### src/rtl/tx_data_stage_n_pkg.sv
// Encoder FSM state encoding, link-running decode and default widths
// shared by the TX staging stage.
package tx_data_stage_n_pkg;

    localparam int DATA_W_DEF   = 9;
    localparam int TCODE_W_DEF  = 8;
    localparam int SLOTS_DEF    = 2;
    localparam int CREDIT_W_DEF = 6;
    localparam int STATE_W      = 7;

    typedef enum logic [STATE_W-1:0] {
        START       = 7'b000_0001,
        SEND_NULL   = 7'b000_0010,
        NULL_C      = 7'b000_0100,
        FCT_C       = 7'b000_1000,
        DATA_C      = 7'b001_0000,
        DATA_C_0    = 7'b010_0000,
        TIME_CODE_C = 7'b100_0000
    } tx_state_e;

    // Exact-match decode: an illegal multi-hot state counts as link down.
    function automatic logic link_run(input logic [STATE_W-1:0] state);
        return (state == NULL_C) || (state == FCT_C) || (state == DATA_C) ||
               (state == DATA_C_0) || (state == TIME_CODE_C);
    endfunction

endpackage

### src/rtl/tx_data_stage_n_if.sv
// FIFO-side, credit, encoder-side and time-code signals of the TX staging stage.
// slave is the staging block's view; master is the surrounding driver's view.
interface tx_data_stage_n_if
    import tx_data_stage_n_pkg::*;
#(
    parameter int DATA_W   = DATA_W_DEF,
    parameter int TCODE_W  = TCODE_W_DEF,
    parameter int SLOTS    = SLOTS_DEF,
    parameter int CREDIT_W = CREDIT_W_DEF
);
    localparam int OCC_W = $clog2(SLOTS) + 1;

    logic [STATE_W-1:0]  state_tx;
    logic [DATA_W-1:0]   data_tx_i;
    logic                txwrite_tx;
    logic                txread_tx;
    logic [CREDIT_W-1:0] fct_counter_p;
    logic                credit_dec;
    logic                tickin_tx;
    logic [TCODE_W-1:0]  timecode_tx_i;
    logic [DATA_W-1:0]   tx_data_out;
    logic                data_valid;
    logic                data_ack;
    logic [TCODE_W-1:0]  tx_tcode_out;
    logic                tcode_valid;
    logic                tcode_ack;
    logic                tcode_overrun;
    logic [OCC_W-1:0]    occupancy;

    modport slave (
        input  state_tx, data_tx_i, txwrite_tx, fct_counter_p,
               tickin_tx, timecode_tx_i, data_ack, tcode_ack,
        output txread_tx, credit_dec, tx_data_out, data_valid,
               tx_tcode_out, tcode_valid, tcode_overrun, occupancy
    );

    modport master (
        output state_tx, data_tx_i, txwrite_tx, fct_counter_p,
               tickin_tx, timecode_tx_i, data_ack, tcode_ack,
        input  txread_tx, credit_dec, tx_data_out, data_valid,
               tx_tcode_out, tcode_valid, tcode_overrun, occupancy
    );

endinterface

### src/rtl/tx_data_stage_n_ring.sv
// SLOTS-deep register ring with wrapping pointers and a separate occupancy count.
// Flush returns both pointers to slot 0 and discards the contents.
module tx_stage_ring #(
    parameter int DATA_W = 9,
    parameter int SLOTS  = 2
) (
    input  logic                     clk,
    input  logic                     rst,
    input  logic                     flush,
    input  logic                     load,
    input  logic                     pop,
    input  logic [DATA_W-1:0]        wdata,
    output logic [DATA_W-1:0]        rdata,
    output logic [$clog2(SLOTS):0]   occupancy,
    output logic                     full,
    output logic                     empty
);
    localparam int PTR_W = $clog2(SLOTS);
    localparam int OCC_W = PTR_W + 1;

    logic [DATA_W-1:0] mem [SLOTS];
    logic [PTR_W-1:0]  wr_ptr;
    logic [PTR_W-1:0]  rd_ptr;
    logic [OCC_W-1:0]  occ;
    logic              do_pop;
    logic              do_load;

    assign empty   = (occ == '0);
    assign full    = (occ == OCC_W'(SLOTS));
    assign do_pop  = pop & ~empty;
    // A pop in the same cycle frees the slot the load needs when full.
    assign do_load = load & (~full | do_pop);

    always_ff @(posedge clk or posedge rst) begin
        if (rst) begin
            wr_ptr <= '0;
            rd_ptr <= '0;
            occ    <= '0;
            for (int i = 0; i < SLOTS; i++) begin
                mem[i] <= '0;
            end
        end else if (flush) begin
            wr_ptr <= '0;
            rd_ptr <= '0;
            occ    <= '0;
        end else begin
            if (do_load) begin
                mem[wr_ptr] <= wdata;
                wr_ptr      <= wr_ptr + 1'b1;
            end
            if (do_pop) begin
                rd_ptr <= rd_ptr + 1'b1;
            end
            case ({do_load, do_pop})
                2'b10:   occ <= occ + 1'b1;
                2'b01:   occ <= occ - 1'b1;
                default: occ <= occ;
            endcase
        end
    end

    assign rdata     = mem[rd_ptr];
    assign occupancy = occ;

endmodule

### src/rtl/tx_data_stage_n.sv
// TX staging stage between the host TX FIFO and the SpaceWire encoder:
// credit-gated N-Char ring, pending time-code latch and link-down flush.
module tx_data_stage_n
    import tx_data_stage_n_pkg::*;
#(
    parameter int DATA_W   = DATA_W_DEF,
    parameter int TCODE_W  = TCODE_W_DEF,
    parameter int SLOTS    = SLOTS_DEF,
    parameter int CREDIT_W = CREDIT_W_DEF
) (
    input logic               pclk_tx,
    input logic               reset_tx,
    tx_data_stage_n_if.slave  bus
);
    localparam int OCC_W = $clog2(SLOTS) + 1;

    logic               run;
    logic               pop_ok;
    logic               room_ok;
    logic               credit_ok;
    logic               load;
    logic               inflight;
    logic               ring_full;
    logic               ring_empty;
    logic [DATA_W-1:0]  head_data;
    logic [OCC_W-1:0]   occ;
    logic [TCODE_W-1:0] tcode_q;
    logic               tcode_valid_q;
    logic               tcode_overrun_q;

    assign run     = link_run(bus.state_tx);
    assign pop_ok  = run & bus.data_ack & ~ring_empty;
    assign room_ok = ~ring_full | pop_ok;

    // The credit just spent is not yet visible in fct_counter_p; inflight covers it.
    assign credit_ok = bus.fct_counter_p > CREDIT_W'(inflight);
    assign load      = ~reset_tx & run & bus.txwrite_tx & room_ok & credit_ok;

    always_ff @(posedge pclk_tx or posedge reset_tx) begin
        if (reset_tx) begin
            inflight <= 1'b0;
        end else begin
            inflight <= load;
        end
    end

    tx_stage_ring #(
        .DATA_W (DATA_W),
        .SLOTS  (SLOTS)
    ) u_ring (
        .clk       (pclk_tx),
        .rst       (reset_tx),
        .flush     (~run),
        .load      (load),
        .pop       (pop_ok),
        .wdata     (bus.data_tx_i),
        .rdata     (head_data),
        .occupancy (occ),
        .full      (ring_full),
        .empty     (ring_empty)
    );

    // A tick in the same cycle as the ack replaces the taken code without overrun.
    always_ff @(posedge pclk_tx or posedge reset_tx) begin
        if (reset_tx) begin
            tcode_q         <= '0;
            tcode_valid_q   <= 1'b0;
            tcode_overrun_q <= 1'b0;
        end else if (!run) begin
            tcode_valid_q   <= 1'b0;
            tcode_overrun_q <= 1'b0;
        end else if (bus.tickin_tx) begin
            tcode_q       <= bus.timecode_tx_i;
            tcode_valid_q <= 1'b1;
            if (tcode_valid_q && !bus.tcode_ack) begin
                tcode_overrun_q <= 1'b1;
            end
        end else if (bus.tcode_ack) begin
            tcode_valid_q <= 1'b0;
        end
    end

    assign bus.txread_tx     = load;
    assign bus.credit_dec    = load;
    assign bus.tx_data_out   = head_data;
    assign bus.data_valid    = ~ring_empty;
    assign bus.occupancy     = occ;
    assign bus.tx_tcode_out  = tcode_q;
    assign bus.tcode_valid   = tcode_valid_q;
    assign bus.tcode_overrun = tcode_overrun_q;

endmodule
### src/flat_wrapper.sv
// flat-port wrapper written by rule: the top's interface ports become plain ports
module tx_data_stage_n_flat import tx_data_stage_n_pkg::*;
#(
    parameter int DATA_W   = DATA_W_DEF,
    parameter int TCODE_W  = TCODE_W_DEF,
    parameter int SLOTS    = SLOTS_DEF,
    parameter int CREDIT_W = CREDIT_W_DEF
)
  (pclk_tx, reset_tx, bus_state_tx, bus_data_tx_i, bus_txwrite_tx, bus_fct_counter_p, bus_tickin_tx, bus_timecode_tx_i, bus_data_ack, bus_tcode_ack, bus_txread_tx, bus_credit_dec, bus_tx_data_out, bus_data_valid, bus_tx_tcode_out, bus_tcode_valid, bus_tcode_overrun, bus_occupancy);
  tx_data_stage_n_if #(.DATA_W(DATA_W), .TCODE_W(TCODE_W), .SLOTS(SLOTS), .CREDIT_W(CREDIT_W)) bus_i ();
  input logic pclk_tx;
  input logic reset_tx;
  input wire logic [$bits(bus_i.state_tx)-1:0] bus_state_tx;
  input wire logic [$bits(bus_i.data_tx_i)-1:0] bus_data_tx_i;
  input wire logic [$bits(bus_i.txwrite_tx)-1:0] bus_txwrite_tx;
  input wire logic [$bits(bus_i.fct_counter_p)-1:0] bus_fct_counter_p;
  input wire logic [$bits(bus_i.tickin_tx)-1:0] bus_tickin_tx;
  input wire logic [$bits(bus_i.timecode_tx_i)-1:0] bus_timecode_tx_i;
  input wire logic [$bits(bus_i.data_ack)-1:0] bus_data_ack;
  input wire logic [$bits(bus_i.tcode_ack)-1:0] bus_tcode_ack;
  output wire logic [$bits(bus_i.txread_tx)-1:0] bus_txread_tx;
  output wire logic [$bits(bus_i.credit_dec)-1:0] bus_credit_dec;
  output wire logic [$bits(bus_i.tx_data_out)-1:0] bus_tx_data_out;
  output wire logic [$bits(bus_i.data_valid)-1:0] bus_data_valid;
  output wire logic [$bits(bus_i.tx_tcode_out)-1:0] bus_tx_tcode_out;
  output wire logic [$bits(bus_i.tcode_valid)-1:0] bus_tcode_valid;
  output wire logic [$bits(bus_i.tcode_overrun)-1:0] bus_tcode_overrun;
  output wire logic [$bits(bus_i.occupancy)-1:0] bus_occupancy;
  assign bus_i.state_tx = bus_state_tx;
  assign bus_i.data_tx_i = bus_data_tx_i;
  assign bus_i.txwrite_tx = bus_txwrite_tx;
  assign bus_i.fct_counter_p = bus_fct_counter_p;
  assign bus_i.tickin_tx = bus_tickin_tx;
  assign bus_i.timecode_tx_i = bus_timecode_tx_i;
  assign bus_i.data_ack = bus_data_ack;
  assign bus_i.tcode_ack = bus_tcode_ack;
  assign bus_txread_tx = bus_i.txread_tx;
  assign bus_credit_dec = bus_i.credit_dec;
  assign bus_tx_data_out = bus_i.tx_data_out;
  assign bus_data_valid = bus_i.data_valid;
  assign bus_tx_tcode_out = bus_i.tx_tcode_out;
  assign bus_tcode_valid = bus_i.tcode_valid;
  assign bus_tcode_overrun = bus_i.tcode_overrun;
  assign bus_occupancy = bus_i.occupancy;
  tx_data_stage_n #(.DATA_W(DATA_W), .TCODE_W(TCODE_W), .SLOTS(SLOTS), .CREDIT_W(CREDIT_W)) u_core (.pclk_tx(pclk_tx), .reset_tx(reset_tx), .bus(bus_i));
endmodule
### config.mk
export PLATFORM = sky130hd
export DESIGN_NAME = tx_data_stage_n_flat
export DESIGN_NICKNAME = d
export VERILOG_FILES = /design/src/rtl/tx_data_stage_n_pkg.sv /design/src/rtl/tx_data_stage_n_if.sv /design/src/rtl/tx_data_stage_n_ring.sv /design/src/rtl/tx_data_stage_n.sv /design/src/flat_wrapper.sv
export SDC_FILE = /design/constraint.sdc
export NUM_CORES = 1
export LEC_CHECK = 0
export ABC_AREA = 1
export CORE_ASPECT_RATIO = 1.25
export CORE_UTILIZATION = 48
export CTS_CLUSTER_SIZE = 24
export DETAILED_ROUTE_END_ITERATION = 16
export PLACE_DENSITY = 0.84
export SETUP_SLACK_MARGIN = 0.02
export SKIP_CTS_REPAIR_TIMING = 1
export SYNTH_ARGS = -nofsm -noshare
export SYNTH_HDL_FRONTEND = slang
export SYNTH_SLANG_ARGS = --single-unit
### constraint.sdc
create_clock -name pclk_tx -period 4.62 [get_ports pclk_tx]
set_input_delay 0.693 -clock pclk_tx [delete_from_list [all_inputs] [get_ports pclk_tx]]
set_output_delay 0.693 -clock pclk_tx [all_outputs]
set_load 0.01 [all_outputs]
# Yosys cells after proc, flatten, opt, wreduce, memory -nomap -nowiden
# Index checks and enable logic that the tools add are counted.
[op_classes]
addsub = 4
order_cmp = 4
n_eq_ne = 14
muxes = 18
bitwise = 15
n_reduce_logical = 11
[op_table]
columns = ["operator", "n"]
rows = [
  ["two-way mux 9 bit", 4],
  ["bitwise mux 18 bit", 1],
  ["two-way mux 1 bit", 10],
  ["demux 9 bit (select 1 bit)", 1],
  ["bitwise AND 1 bit", 8],
  ["inequality test 2 bit, second input constant", 4],
  ["== test 7 x 3 -> 1 bit, second input constant", 1],
  ["== test 7 x 4 -> 1 bit, second input constant", 1],
  ["== test 7 x 5 -> 1 bit, second input constant", 1],
  ["== test 7 x 6 -> 1 bit, second input constant", 1],
  ["== test 7 bit, second input constant", 1],
  ["> comparator 6 x 1 -> 1 bit", 1],
  ["inequality test 3 bit, second input constant", 2],
  ["AND reduction 2 bit", 3],
  ["== test 2 bit, second input constant", 2],
  ["greater-or-equal comparator 2 bit, second input constant", 2],
  ["logical OR 1 bit", 4],
  ["NOT 1 -> 2 bit", 2],
  ["one-hot mux 2 bit (2 select lines)", 1],
  ["NOT 1 bit", 3],
  ["adder 1 bit, second input constant", 2],
  ["adder 2 x 1 -> 2 bit, second input constant", 1],
  ["== test 2 x 1 -> 1 bit, second input constant", 1],
  ["logical AND 1 bit", 2],
  ["other kinds (6)", 7],
]
[word_totals]
regBits = 33
out_inout_bits = 24
elab_cells = 75

# Longest topological paths before layout
# Gate-level depths: netlist (run 1).
[depth]
depth_word = 14
depth_mapped = 14
mapped_depth_nobuf = 13

# Modules after synthesis
# From an unflattened synthesis (run 1), not the netlist that was laid out.
[hier_totals]
hier_cells = 215
area_unflattened_um2 = 1778.0
[modules_own_cells]
columns = ["module", "n_inst", "cells_each", "area_per_inst_um2", "seq_area_each_um2"]
rows = [
  ["tx_stage_ring", 1, 135, 1146.1, 550.5],
  ["tx_data_stage_n", 1, 80, 631.9, 275.3],
]

# Worst setup path after synthesis (run 1)
# OpenSTA, ideal clock, no wires.
[synth_path]
path_kind = "input -> output"
startpoint = "input port bus_fct_counter_p[0]"
endpoint = "output port bus_txread_tx"
t_arrival_ps = 1756
t_required_ps = 3927
slack_ps = 2171
path_stages = 11
path_buffers = 2
cell_sequence = "inv_1 > ha_1 > inv_1 > nand2_1 > nand2_1 > nor2_2 > nor2_8 > buf_6 > nand2_1 > inv_2 > buf_4"
[synth_between]
elab_chain_len = 2
[synth_lines]
columns = ["element", "line", "source"]
rows = [
  ["start: declaration", "flat_wrapper.sv:16", "input wire logic [$bits(bus_i.fct_counter_p)-1:0] bus_fct_counter_p;"],
  ["> comparator 6 x 1 -> 1 bit", "tx_data_stage_n.sv:36", "assign credit_ok = bus.fct_counter_p > CREDIT_W'(inflight);"],
  ["bitwise AND 1 bit", "tx_data_stage_n.sv:37", "assign load = ~reset_tx & run & bus.txwrite_tx & room_ok & credit_ok;"],
  ["end: declaration", "flat_wrapper.sv:21", "output wire logic [$bits(bus_i.txread_tx)-1:0] bus_txread_tx;"],
]
# Every way passes these cells.

# Worst setup path in the final report (run 1)
[layout_path]
startpoint = "input port bus_fct_counter_p[0]"
endpoint = "output port bus_credit_dec"
[layout_between]
elab_chain_len = 2
[layout_lines]
columns = ["element", "line", "source"]
rows = [
  ["> comparator 6 x 1 -> 1 bit", "tx_data_stage_n.sv:36", ""],
  ["bitwise AND 1 bit", "tx_data_stage_n.sv:37", ""],
  ["end: declaration", "flat_wrapper.sv:22", "output wire logic [$bits(bus_i.credit_dec)-1:0] bus_credit_dec;"],
]
# Every way passes these cells.

==> results.sh, run 1 <==
export IMPL_worstHoldPathType="reg -> reg"
export IMPL_detailed_place_hpwl_um=2437
export IMPL_ys_seq_area_share_pct=47.76
export IMPL_io_pins=60
export IMPL_netlist_area_leader_share_pct=47.76
export IMPL_worstPathMaxFanout=22
export IMPL_clkLatencyLatePin_ns=0.29
export IMPL_synthXorXnorAreaFrac_pct=1.013
export IMPL_synth_fa_ha_area_share_pct=1.447
export IMPL_synth_cells=197
export IMPL_p_sw_share_pct=25.78
export IMPL_seq_area_sq_um=825.8
export IMPL_die_width_um=55.69
export IMPL_synth_cell_types=27
export IMPL_overflow=0
export IMPL_worstHoldStart="u_core.bus.tx_tcode_out[4]$_DFFE_PP0P_"
export IMPL_synth_area_mux_share_pct=5.861
export IMPL_cp_end_kind="output pin"
export IMPL_rsz0062_at_grt="false"
export IMPL_crit_required_ns=3.93
export IMPL_setup_viol=0
export IMPL_cts_root_buf="clkbuf_8"
export IMPL_cts_path_max_buffers=2
export IMPL_grt_pass1_wl_um=6230
export IMPL_r2r_start="u_core.inflight$_DFF_PP0_"
export IMPL_grt_antenna_before_repair=0
export IMPL_maxCapViolations=0
export IMPL_cp_top_family="buffers and inverters"
export IMPL_drtIter0Drc=46
export IMPL_fillers=270
export IMPL_seq_power_share_pct=44.7
export IMPL_nNetsFinal=293
export IMPL_yosys_area_top_type="dfrtp_1"
export IMPL_synth_compound_area_share_pct=2.026
export IMPL_worstSetupStartpoint="bus_fct_counter_p[0]"
export IMPL_slew_headroom_pct=67.44
export IMPL_hold_violations=0
export IMPL_tightest_slew_ns=0.4883
export IMPL_clkSinkCount=33
export IMPL_p_comb_share_pct=24.2
export IMPL_cp_arrival_ns=2.72
export IMPL_setup_tns_final_ns=0
export IMPL_grt_use_total_pct=20.64
export IMPL_internal_power_w=0.0005675
export IMPL_ant_nets=0
export IMPL_portBuffers=59
export IMPL_min_path_cells=2
export IMPL_crit_chain="clkdlybuf4s50_1, inv_1, ha_1, inv_1, nand2_1, nand2_1, nor2_2, nor2_8, nand2_1, inv_2, clkdlybuf4s50_1"
export IMPL_crit_path_frequent_cell="nand2_1"
export IMPL_layout_min_cycle_time_ns=3.411
export IMPL_powerDensity_nw_per_um2=318.1
export IMPL_multi_input_area_sq_um=754.5
export IMPL_coreArea_sq_um=3453
export IMPL_leakagePower_nw=1.174
export IMPL_mostFrequentLayoutCells="nand2_1, clkdlybuf4s50_1, dfrtp_1"
export IMPL_viasPerCell=5.047
export IMPL_drtPass1Iterations=4
export IMPL_fin_crit_sh_pct=73.83
export IMPL_gp_congestion=0.7868
export IMPL_cp_num_buf_inv=5
export IMPL_syn_area_sq_um=1729
export IMPL_clkTransAtPathRegs_ns=0.06
export IMPL_max_freq_ghz=0.2932
export IMPL_cts_buffers=5
export IMPL_synthesis_nets=235
export IMPL_drive_above_1_share_pct=14.45
export IMPL_syn2layout_area_growth_pct=39.00
export IMPL_n_antenna_cell=0
export IMPL_critical_path_class="in -> out"
export IMPL_peakVddDrop_mv=0.2513
export IMPL_drt_total_wl_um=3492
export IMPL_setup_worst_path_start_class="input pin"
export IMPL_status="finished clean"
export IMPL_synth_area_per_cell_sq_um=8.777
export IMPL_placed_area_sq_um=2302
export IMPL_start_util_pct=50.07
export IMPL_wl_per_cell_um=11.84
export IMPL_die_y_um=69.11
export IMPL_crit_cells=11
export IMPL_cts_tree="done"
export IMPL_synth_top_family_by_area="simple AND/OR/NAND/NOR gates"
export IMPL_cts_htree_levels=2
export IMPL_switchingPower_w=0.0001971
export IMPL_grt_pass1_vias=1493
export IMPL_synthSimpleGateAreaFrac_pct=33.29
export IMPL_final_area_sq_um=2404
export IMPL_maxSlewViolCount=0
export IMPL_design_die_area_sq_um=3848
export IMPL_yosysWarnings=0
export IMPL_vias=1489
export IMPL_fin_skew_ns=0.004447
export IMPL_clkPwrFrac_pct=31.1
export IMPL_grt_max_degree=34
export IMPL_rows=24
export IMPL_final_common_cell="nand2_1"
export IMPL_r2r_cells=12
export IMPL_drc_errors=0
export IMPL_synth_seq_cells=33
export IMPL_cp_slowest_cell="clkdlybuf4s50_1"
export IMPL_crit_path_max_incr_delay_ns=0.53
export IMPL_synth_area_top_cells="dfrtp_1, nand2_1, nand4_1"
[final timing paths]
| path | end | slack, ns |
|---|---|---|
| max | bus_credit_dec | 1.21 |
| min | u_core.bus.tx_tcode_out[4]$_DFFE_PP0P_ | 0.47 |
| max reg2reg | u_core.u_ring.occupancy[1]$_DFFE_PP0P_ | 2.47 |
| min reg2reg | u_core.bus.tx_tcode_out[4]$_DFFE_PP0P_ | 0.47 |
| max in group asynchronous | u_core.u_ring.mem[8]$_DFFE_PP0P_ | 3.51 |
| min in group asynchronous | u_core.bus.tcode_valid$_DFFE_PP0P_ | 0.83 |
[layout make-up]
type / count / share of cell area (%)
multi-input cells: 135 / 31.39
repair buffers: 60 / 24.88
flip-flops and latches: 33 / 34.36
well taps: 39 / 2.030
clock buffers: 7 / 4.008
clock inverters: 1 / 0.2082
inverters: 20 / 3.123
[state kept, by name (all words and copies together), names as in the netlist]
register / cells
u_core.u_ring.mem: 18
u_core.u_ring.occupancy: 2
u_core.bus.tcode_overrun: 1
u_core.bus.tx_tcode_out: 8
u_core.u_ring.rd_ptr: 1
u_core.inflight: 1
u_core.u_ring.wr_ptr: 1
u_core.bus.tcode_valid: 1
[power groups by stage]
stage	combinational [W]	sequential [W]	clock, W
global placement	0.000183	0.000345	0
CTS	0.000187	0.000342	0.000242
floorplan	0.0000725	0.000352	0
detailed placement	0.000186	0.000346	0
finish	0.000185	0.000342	0.000238
global route	0.000203	0.000346	0.000251
[worst min-delay path: stages, from the launching register on]
cell and delay (ns):
dfrtp_1 0.34, nand2_1 0.05, nand2_1 0.05
[per-layer routing]
metal	GRT usage [%]	up-vias	part of all wire (%)
li1	-	749	-
met1	21.99	691	41
met2	36.95	37	52
met3	4.315	12	4.4
met4	11.94	0	2.9
met5	0	-	0
[kinds of logic after synthesis]
group	Yosys count
xor gates and xnor gates	2
DFF	33
buffers and inverters	29
and+or+nand+nor	117
muxes	9
adders and majority gates	2
AOI/OAI and AO/OA	5
[cells in the mapped netlist]
| cell | number |
|---|---|
| nand2_1 | 66 |
| dfrtp_1 | 33 |
| nand4_1 | 18 |
| inv_1 | 14 |
| nor2_1 | 11 |
| nand3_1 | 10 |
| mux2_2 | 9 |
| inv_2 | 6 |
| buf_6 | 4 |
| nor2_2 | 3 |
| buf_2 | 2 |
| buf_4 | 2 |
| ha_1 | 2 |
| nand2_2 | 2 |
| nand3_4 | 2 |
| xor2_1 | 2 |
| a21oi_1 | 1 |
| a21oi_2 | 1 |
| clkbuf_1 | 1 |
| nand2_4 | 1 |
| nand3_2 | 1 |
| nor2_8 | 1 |
| nor3_2 | 1 |
| o21a_1 | 1 |
| o21ai_0 | 1 |
| o21ai_2 | 1 |
| or2_1 | 1 |
[stage by stage]
| stage | std cells | util, % | total power, W | setup slack (ns) | hold slack, ns |
|---|---|---|---|---|---|
| floorplan | 197 | - | 0.0004242 | 2.171 | 0.4364 |
| global placement | 287 | 66.67 | 0.0005279 | 1.224 | 0.4495 |
| detailed placement | 287 | 66.67 | 0.0005322 | 1.198 | 0.4543 |
| CTS | 295 | 69.60 | 0.0007712 | 1.190 | 0.4711 |
| global route | 295 | 69.60 | 0.0008001 | 1.041 | 0.4858 |
| finish | 295 | 69.60 | 0.0007646 | 1.209 | 0.4699 |
Power figures use the tool's default switching activity.
==> run 2, diff against run 1 <==
- CORE_UTILIZATION: 48 -> 40
- PLACE_DENSITY: 0.84 -> 0.75
- clock period: 4.62 -> 3.1 ns (I/O delays scaled with it)
==> results.sh, run 2 (synthesis results as in run 1) <==
export IMPL_layout_cells_non_filler=314
export IMPL_vias=1488
export IMPL_grt_pass1_vias=1388
export IMPL_maxCapViolations=0
export IMPL_peakVddDrop_mv=0.2515
export IMPL_drtPass1Iterations=4
export IMPL_utilization_pct=58.54
export IMPL_worstHoldPathType="reg -> reg"
export IMPL_max_freq_ghz=0.3748
export IMPL_grt_max_degree=34
export IMPL_p_comb_share_pct=25.6
export IMPL_drtIter0Drc=76
export IMPL_cts_path_max_buffers=2
export IMPL_internal_power_w=0.0008059
export IMPL_largest_reg_flops=18
export IMPL_cts_buffers=5
export IMPL_ant_nets=0
export IMPL_nNetsFinal=295
export IMPL_wl_per_cell_um=11.35
export IMPL_start_util_pct=41.85
export IMPL_clkPwrFrac_pct=27.3
export IMPL_grt_pass1_wl_um=6030
export IMPL_slew_headroom_pct=66.98
export IMPL_design_die_area_sq_um=4591
export IMPL_leakagePower_nw=1.170
export IMPL_rows=26
export IMPL_seq_power_share_pct=47.2
export IMPL_fin_hold_ws_ns=0.4679
export IMPL_mostFrequentLayoutCells="nand2_1, clkdlybuf4s50_1, dfrtp_1"
export IMPL_powerDensity_nw_per_um2=445.6
export IMPL_cp_arrival_ns=2.20
export IMPL_place_ws_ns=0.4124
export IMPL_n_antenna_cell=0
export IMPL_cts_htree_levels=2
export IMPL_setup_worst_path_start_class="input pin"
export IMPL_switchingPower_w=0.0002719
export IMPL_fillers=388
export IMPL_clkSinkCount=33
export IMPL_cp_end_kind="output pin"
export IMPL_p_sw_share_pct=25.23
export IMPL_critical_path_class="in -> out"
export IMPL_worstPathMaxFanout=3
export IMPL_grt_use_total_pct=17.69
export IMPL_detailed_place_hpwl_um=2530
export IMPL_setup_tns_final_ns=0
export IMPL_viasPerCell=4.739
export IMPL_cts_root_buf="clkbuf_8"
export IMPL_drive_above_1_share_pct=13.95
export IMPL_setup_ws_ns=0.4317
export IMPL_r2r_start="u_core.inflight$_DFF_PP0_"
export IMPL_drt_total_wl_um=3565
export IMPL_layout_min_cycle_time_ns=2.668
export IMPL_overflow=0
export IMPL_largest_register="u_core.u_ring.mem"
export IMPL_tightest_slew_ns=0.4953
export IMPL_maxSlewViolCount=0
export IMPL_hold_violations=0
export IMPL_clkLatencyLatePin_ns=0.27
export IMPL_syn2layout_area_growth_pct=39.87
export IMPL_fin_skew_ns=0.003322
export IMPL_crit_required_ns=2.63
export IMPL_fin_crit_sh_pct=86.08
export IMPL_die_y_um=75.51
export IMPL_grt_antenna_before_repair=0
export IMPL_gp_congestion=0.7976
export IMPL_worstHoldStart="u_core.u_ring.mem[13]$_DFFE_PP0P_"
export IMPL_status="finished clean"
export IMPL_portBuffers=59
export IMPL_drc_errors=0
export IMPL_final_common_cell="nand2_1"
export IMPL_die_width_um=60.81
export IMPL_place_inst=306
export IMPL_clkTransAtPathRegs_ns=0.06
export IMPL_worstSetupStartpoint="bus_fct_counter_p[0]"
export IMPL_io_pins=60
export IMPL_setup_viol=0
export IMPL_coreArea_sq_um=4131
export IMPL_rsz0062_at_grt="false"
export IMPL_cts_tree="done"
[run 2: cell types whose count changed in the layout (fill, tap and decap cells not counted), sizes merged]
cell and change:
buf +2, clkbuf +1, clkinv -1
[run 2: through the flow]
stage	instance area, sq um	power, W
floorplan	1729	0.0006323
global placement	2338	0.0007896
detailed placement	2338	0.0007939
CTS	2419	0.001095
global route	2419	0.001149
finish	2419	0.001078
[run 2: power by group through the flow]
stage / clock network, W / registers (W) / logic [W]
2_1_floorplan: 0 / 0.000524 / 0.000108
3_3_place_gp: 0 / 0.000515 / 0.000274
3_5_place_dp: 0 / 0.000515 / 0.000279
4_1_cts: 0.000307 / 0.000509 / 0.000279
5_1_grt: 0.000328 / 0.000514 / 0.000306
6_report: 0.000294 / 0.000508 / 0.000276
[run 2: cell type report]
type	instances	area, sq um	share of cell area [%]
multi-input combinational	135	754.5	31.20
inverter	20	75.07	3.104
tap	56	70.07	2.897
clock buffer	8	80.08	3.311
sequential	33	825.8	34.14
timing repair buffer	62	613.1	25.35
[run 2: critical path, cell delays in order]
cell and delay [ns]:
clkdlybuf4s50_1 0.45, inv_1 0.04, ha_1 0.27, inv_1 0.05
nand2_1 0.04, nand2_1 0.06, nor2_2 0.06, nor2_8 0.07
nand2_1 0.08, inv_2 0.08, clkdlybuf4s50_1 0.53
[run 2: worst paths after layout]
kind / cells past startpoint / end / slack, ns
setup / recovery: 11 / bus_credit_dec / 0.43
hold / removal: 2 / u_core.u_ring.mem[13]$_DFFE_PP0P_ / 0.47
setup reg to reg: 12 / u_core.u_ring.occupancy[1]$_DFFE_PP0P_ / 1.24
hold reg to reg: 2 / u_core.u_ring.mem[13]$_DFFE_PP0P_ / 0.47
max in group asynchronous: 3 / u_core.u_ring.mem[13]$_DFFE_PP0P_ / 2.18
min in group asynchronous: 3 / u_core.inflight$_DFF_PP0_ / 0.61
[run 2: metal layers]
| layer | track usage (%) | routed length, um |
|---|---|---|
| met2 | 32.36 | 1946 |
| met4 | 5.303 | 38 |
| met5 | 0 | 0 |
| met3 | 4.584 | 161 |
| met1 | 19.98 | 1419 |
